==> src/rtl/sram_arb_2p.sv <==
// sram_arb_2p: shares one single-port SRAM between two req/gnt requesters.
// After reset it can zero-fill the whole array before any requester is
// served. Grants are combinational. The response comes one cycle after
// the grant, for reads and writes alike.
module sram_arb_2p #(
  parameter int unsigned AW             = 10,
  parameter bit          CLEAR_ON_RESET = 1'b1,
  parameter bit          FIXED_PRIO     = 1'b0
) (
  input  logic          clk_i,
  input  logic          rst_i,

  input  logic          p0_req_i,
  input  logic [AW-1:0] p0_addr_i,
  input  logic          p0_wren_i,
  input  logic [31:0]   p0_data_i,
  input  logic [3:0]    p0_mask_i,
  output logic          p0_gnt_o,
  output logic          p0_rvalid_o,
  output logic [31:0]   p0_rdata_o,

  input  logic          p1_req_i,
  input  logic [AW-1:0] p1_addr_i,
  input  logic          p1_wren_i,
  input  logic [31:0]   p1_data_i,
  input  logic [3:0]    p1_mask_i,
  output logic          p1_gnt_o,
  output logic          p1_rvalid_o,
  output logic [31:0]   p1_rdata_o,

  output logic          sram_cs_o,
  output logic          sram_wren_o,
  output logic [AW-1:0] sram_addr_o,
  output logic [31:0]   sram_data_o,
  output logic [3:0]    sram_mask_o,
  input  logic [31:0]   sram_data_i,

  output logic          init_done_o
);

  typedef enum logic {
    ST_CLEAR = 1'b0,
    ST_RUN   = 1'b1
  } state_t;

  localparam logic [AW-1:0] CLR_LAST    = {AW{1'b1}};
  localparam state_t        RESET_STATE = CLEAR_ON_RESET ? ST_CLEAR : ST_RUN;

  state_t        state_q;
  state_t        state_d;
  logic [AW-1:0] clr_cnt_q;
  logic [AW-1:0] clr_cnt_d;
  logic          last_q;
  logic          last_d;
  logic          p0_rvalid_q;
  logic          p1_rvalid_q;
  logic          p0_gnt;
  logic          p1_gnt;

  // Pick at most one requester per cycle. Nothing is granted during reset or the clear sweep.
  always_comb begin
    p0_gnt = 1'b0;
    p1_gnt = 1'b0;
    if (!rst_i && (state_q == ST_RUN)) begin
      if (p0_req_i && p1_req_i) begin
        if (FIXED_PRIO || last_q) begin
          p0_gnt = 1'b1;
        end else begin
          p1_gnt = 1'b1;
        end
      end else begin
        p0_gnt = p0_req_i;
        p1_gnt = p1_req_i;
      end
    end
  end

  // Next-state logic and SRAM bus mux: the clear sweep in CLEAR, the granted port in RUN.
  always_comb begin
    state_d     = state_q;
    clr_cnt_d   = clr_cnt_q;
    last_d      = last_q;
    sram_cs_o   = 1'b0;
    sram_wren_o = 1'b0;
    sram_addr_o = '0;
    sram_data_o = '0;
    sram_mask_o = '0;

    case (state_q)
      ST_CLEAR: begin
        if (!rst_i) begin
          sram_cs_o   = 1'b1;
          sram_wren_o = 1'b1;
          sram_mask_o = 4'hF;
          sram_addr_o = clr_cnt_q;
          clr_cnt_d   = clr_cnt_q + AW'(1);
          if (clr_cnt_q == CLR_LAST) begin
            state_d = ST_RUN;
          end
        end
      end

      ST_RUN: begin
        if (p0_gnt) begin
          sram_cs_o   = 1'b1;
          sram_wren_o = p0_wren_i;
          sram_addr_o = p0_addr_i;
          sram_data_o = p0_data_i;
          sram_mask_o = p0_mask_i;
          last_d      = 1'b0;
        end else if (p1_gnt) begin
          sram_cs_o   = 1'b1;
          sram_wren_o = p1_wren_i;
          sram_addr_o = p1_addr_i;
          sram_data_o = p1_data_i;
          sram_mask_o = p1_mask_i;
          last_d      = 1'b1;
        end
      end

      default: begin
        state_d = RESET_STATE;
      end
    endcase
  end

  // State, clear counter, round-robin history and the response flags.
  always_ff @(posedge clk_i) begin
    if (rst_i) begin
      state_q     <= RESET_STATE;
      clr_cnt_q   <= '0;
      last_q      <= 1'b1;
      p0_rvalid_q <= 1'b0;
      p1_rvalid_q <= 1'b0;
    end else begin
      state_q     <= state_d;
      clr_cnt_q   <= clr_cnt_d;
      last_q      <= last_d;
      p0_rvalid_q <= p0_gnt;
      p1_rvalid_q <= p1_gnt;
    end
  end

  assign p0_gnt_o    = p0_gnt;
  assign p1_gnt_o    = p1_gnt;
  assign p0_rvalid_o = p0_rvalid_q & ~rst_i;
  assign p1_rvalid_o = p1_rvalid_q & ~rst_i;
  assign p0_rdata_o  = p0_rvalid_o ? sram_data_i : 32'h0;
  assign p1_rdata_o  = p1_rvalid_o ? sram_data_i : 32'h0;
  assign init_done_o = (state_q == ST_RUN) & ~rst_i;

endmodule
==> config.mk <==
export PLATFORM = sky130hd
export DESIGN_NAME = sram_arb_2p
export DESIGN_NICKNAME = d
export VERILOG_FILES = /design/src/rtl/sram_arb_2p.sv
export SDC_FILE = /design/constraint.sdc
export NUM_CORES = 1
export LEC_CHECK = 0
export CAP_MARGIN = 10
export CELL_PAD_IN_SITES_DETAIL_PLACEMENT = 0
export CELL_PAD_IN_SITES_GLOBAL_PLACEMENT = 1
export CORE_UTILIZATION = 15
export CTS_CLUSTER_SIZE = 30
export DETAILED_ROUTE_END_ITERATION = 10
export PLACE_DENSITY = 0.95
export SLEW_MARGIN = 40
export SYNTH_ARGS = -nofsm -noshare
export SYNTH_HDL_FRONTEND = slang
export SYNTH_SLANG_ARGS = --single-unit
export TNS_END_PERCENT = 10
==> constraint.sdc <==
create_clock -name clk_i -period 4.4 [get_ports clk_i]
set_input_delay 0.66 -clock clk_i [delete_from_list [all_inputs] [get_ports clk_i]]
set_output_delay 0.66 -clock clk_i [all_outputs]
set_load 0.01 [all_outputs]
==> impl_results.md <==
* Maximum ir drop on the vdd rail at 0.0763 mV
* Ranking of synthesized cells by instance count: 73 x sky130_fd_sc_hd__and2_1, 32 x sky130_fd_sc_hd__a22o_1, 15 x sky130_fd_sc_hd__a221o_1, 14 x sky130_fd_sc_hd__dfxtp_1, 10 x sky130_fd_sc_hd__buf_2
* Count of H-tree levels built during CTS at 1
* Reg2reg path depth at 4
* Routing usage on met3 at 2.74%
* Count of TritonRoute iterations in the first routing pass at 4
* N_diodes at 0
* Number of gates resized after CTS at 0
* Routed wire length per instance at around 15 um
* Clock tree buffer depth at 2
* Worst path arrival time at 2.92 ns
* Clock latency at the later pin of the worst-skew pair at between 0.2 and 0.3 ns
* Final-layout setup total negative slack at 0 ns
* Worst setup EP type: output port
* Compound-cell area share of the yosys netlist at between 30% and 40%
* Number of placed I/O pins at between 200 and 250
* Worst slew slack as a fraction of its limit at between 50% and 60%
* Vias in the first global route at ~2600
* Int Pwr at between 300 and 400 uW
* Routed wire length at approximately 9000 um
* Setup clock skew after layout at 0.00283 ns
* Setup Fix Bufs, Post-CTS at 0
* Portion of the post-synthesis area used by sequential elements at between 15 and 20%
* Type of origin of the critical path: input port
* Cell type with the highest aggregate area in the netlist: sky130_fd_sc_hd__and2_1
* Die Footprint at between 10000 and 15000 sq um
* Share of the synthesized area in the top cell type at 27.7%
* Maximum number of pins on one net before global-route repair at 34
* Starting utilization of the core area at around 16%
* Met2 usage in global routing at between 20 and 30%
* Number of pins exceeding their max-slew limit in the final report at 0
* Number of standard cells after synthesis at 211
* Number of warnings reported in the yosys synthesis log at 0
* Number of buffers inserted during clock tree synthesis at 3
* Remaining global-route overflow at 0
* Required time reported for the critical path endpoint at about 3.7 ns
* Switching Share at around 22%
* Post-synth EDFFs at 0
* CTS Root Cell: sky130_fd_sc_hd__clkbuf_8
* Most frequent cell after synthesis: sky130_fd_sc_hd__and2_1
* Fill cell count at slightly above 1000
* Hold Path Cell Cnt at 2
* Net count after synthesis at about 340
* Worst-case register-to-register setup slack at approximately 2.9 ns
* Post-Synthesis Mean Instance Area at just under 8 sq um
* Met1 Use GR at between 10% and 20%
* Global-route wire length before repair at 13300 um
* Post-synthesis simple-gate area fraction at a little over 40%
* Reg-to-reg startpoint: clr_cnt_q[0]
* Area of the core at 10500 sq um
* Setup repair after global routing missed its margin: false
* Number of max-cap violations at 0
* Ranking of synthesized cells by area: sky130_fd_sc_hd__and2_1 28%, sky130_fd_sc_hd__a22o_1 17%, sky130_fd_sc_hd__dfxtp_1 17%
* Top fanout value on the critical path at 27
* Routed vias/inst at 4.39
* Clock tree from TritonCTS: done
* Fraction of registers with async set or reset after synthesis at 0%
* Achievable frequency at 279 MHz
* Worst hold margin at ~0.50 ns
* Grt peak-use layer: met2
* Hold Path Class: reg2reg
* Pleak at 0.00159 uW
* Share of cell area taken by muxes after synthesis at less than 1%
* Layout cell share with drive strength beyond 1 at between 4 and 5%
* Final weighted congestion in routability-driven placement at about 0.77
* Most instantiated flip-flop cell in the synthesis netlist: sky130_fd_sc_hd__dfxtp_1
* Synthesized cell area at 1650 sq um
* Number of buffers added on ports at 246
* Number of clock sinks at 14
* Synthesized-area fraction occupied by adder cells at less than 1%
* Die Height at 107 um
* Main combinational cell family by area after synthesis: simple AND/OR/NAND/NOR gates
* Terminating pin of the worst hold path: clr_cnt_q[8]
* Via count of the routed design at approximately 2500
* # hold bufs at CTS at 0
* Num rows at 37
* Status: complete, no violations
* Detailed placer's ending HPWL at around 7300 um
* Final critical-path share of the clock period at 81.4%
* Net load switching power at approximately 87 uW
* Clock group share of total power at 27.7%
* Min-Delay Startpoint: clr_cnt_q[8]
* Xor and xnor area share after synthesis at around 2.1%
* Relative area change from synthesis to final layout at 159%
* Initial antenna violation count at 0
* Startpoint-to-endpoint class of the critical path: in2out
* Endpoints failing setup at 0
* Die width at 107 um
* Clk slew on worst S/H paths at approximately 0.060 ns
* Flop and latch count out of synthesis at 14
* Tightest Pin Transition at 0.626 ns
* GRT Total Usage at roughly 15%
* Count of endpoints failing hold in the final timing report at 0
* Antenna-violating nets left at 0
* Destination of the worst register-to-register timing path: clr_cnt_q[8]
* Residual DRC at 0
* Ratio of total power to cell area at a little over 90 nW/um^2
* Post-layout min period at between 3 and 4 ns
* Count of routing violations after the opening detailed-route iteration at 130
* Nets at between 500 and 600
* Post-synthesis cell type count at 37
* Combinational share of power at roughly two fifths
* Reg power frac at between 30 and 40%
critical path, cell delays in order:
cell	delay, ns
sky130_fd_sc_hd__clkdlybuf4s50_1	0.46
sky130_fd_sc_hd__nor2b_4	0.16
sky130_fd_sc_hd__and3_2	0.55
sky130_fd_sc_hd__buf_4	0.32
sky130_fd_sc_hd__a22o_1	0.18
sky130_fd_sc_hd__clkdlybuf4s50_1	0.56
logic make-up (layout without fill, tap and decap cells):
kind of cell / count (synthesis) / in the layout
buffers and inverters: 24 / 257
flip-flops: 14 / 14
adder cells (fa/ha/maj): 1 / 1
AND/OR/NAND/NOR: 108 / 108
XOR/XNOR: 4 / 4
multiplexers: 1 / 1
AO/OA/AOI/OAI: 59 / 59
registers in the layout, summed over array words and instances (netlist names):
name / cells
last_q: 1
p0_rvalid_q: 1
p1_rvalid_q: 1
clr_cnt_q: 10
state_q: 1
worst max-delay path by stage:
stage | cells past startpoint | endpoint | startpoint
2_1_floorplan | 7 | sram_data_o[12] | rst_i
3_3_place_gp | 6 | sram_addr_o[1] | rst_i
3_5_place_dp | 6 | sram_data_o[28] | rst_i
4_1_cts | 6 | sram_data_o[28] | rst_i
5_1_grt | 6 | sram_data_o[27] | rst_i
6_report | 6 | sram_data_o[28] | rst_i
metrics by stage:
step | worst slack (ns) | utilization (%) | std cells | total power, uW | cell area [sq um]
final | 0.818 | 40.6 | 580 | 392 | 4260
after floorplan | 2.04 | - | 211 | 154 | 1650
after CTS | 0.796 | 40.6 | 580 | 394 | 4260
after detailed placement | 0.810 | 40.2 | 577 | 286 | 4220
after global placement | 0.789 | 40.1 | 577 | 285 | 4220
after global routing | 0.703 | 40.6 | 580 | 410 | 4260
power by group through the flow:
| stage | combinational, uW | clock, uW | sequential (uW) |
|---|---|---|---|
| global route | 159 | 117 | 135 |
| detailed placement | 149 | 0 | 137 |
| floorplan | 18.3 | 0 | 135 |
| finish | 149 | 109 | 134 |
| CTS | 150 | 110 | 134 |
| global placement | 148 | 0 | 137 |
layout make-up:
class	count	area (sq um)	share of cell area, %
inverter	2	7.51	0.176
clock buffer	3	41.3	0.969
timing repair buffer	252	2520	59.1
sequential	14	280	6.57
multi-input combinational	173	1240	29.2
tap	136	170	3.99
layer usage:
metal / up-vias / wire, um
li1: 1233 / -
met1: 1180 / 3260
met2: 131 / 4930
met3: 5 / 672
met4: 0 / 89
met5: - / 0
cell usage in the layout (no fill, tap or decap), drive strengths merged:
master,count
and2b,1
nand4b,2
clkbuf,3
and3,4
or2,1
mux2i,1
and2,73
nor4,1
a221o,15
nor3,1
ha,1
xnor2,1
nor2,7
o21ai,2
or3,4
buf,6
nand3,1
o21bai,1
nand3b,1
dfxtp,14
a22o,32
nor2b,3
a31oi,1
o31ai,2
clkdlybuf4s50,246
nand2,4
nand4,1
xor2,3
a21oi,6
or4,2
inv,2
nand2b,2
Note: power is estimated with default switching activity, not from simulation.
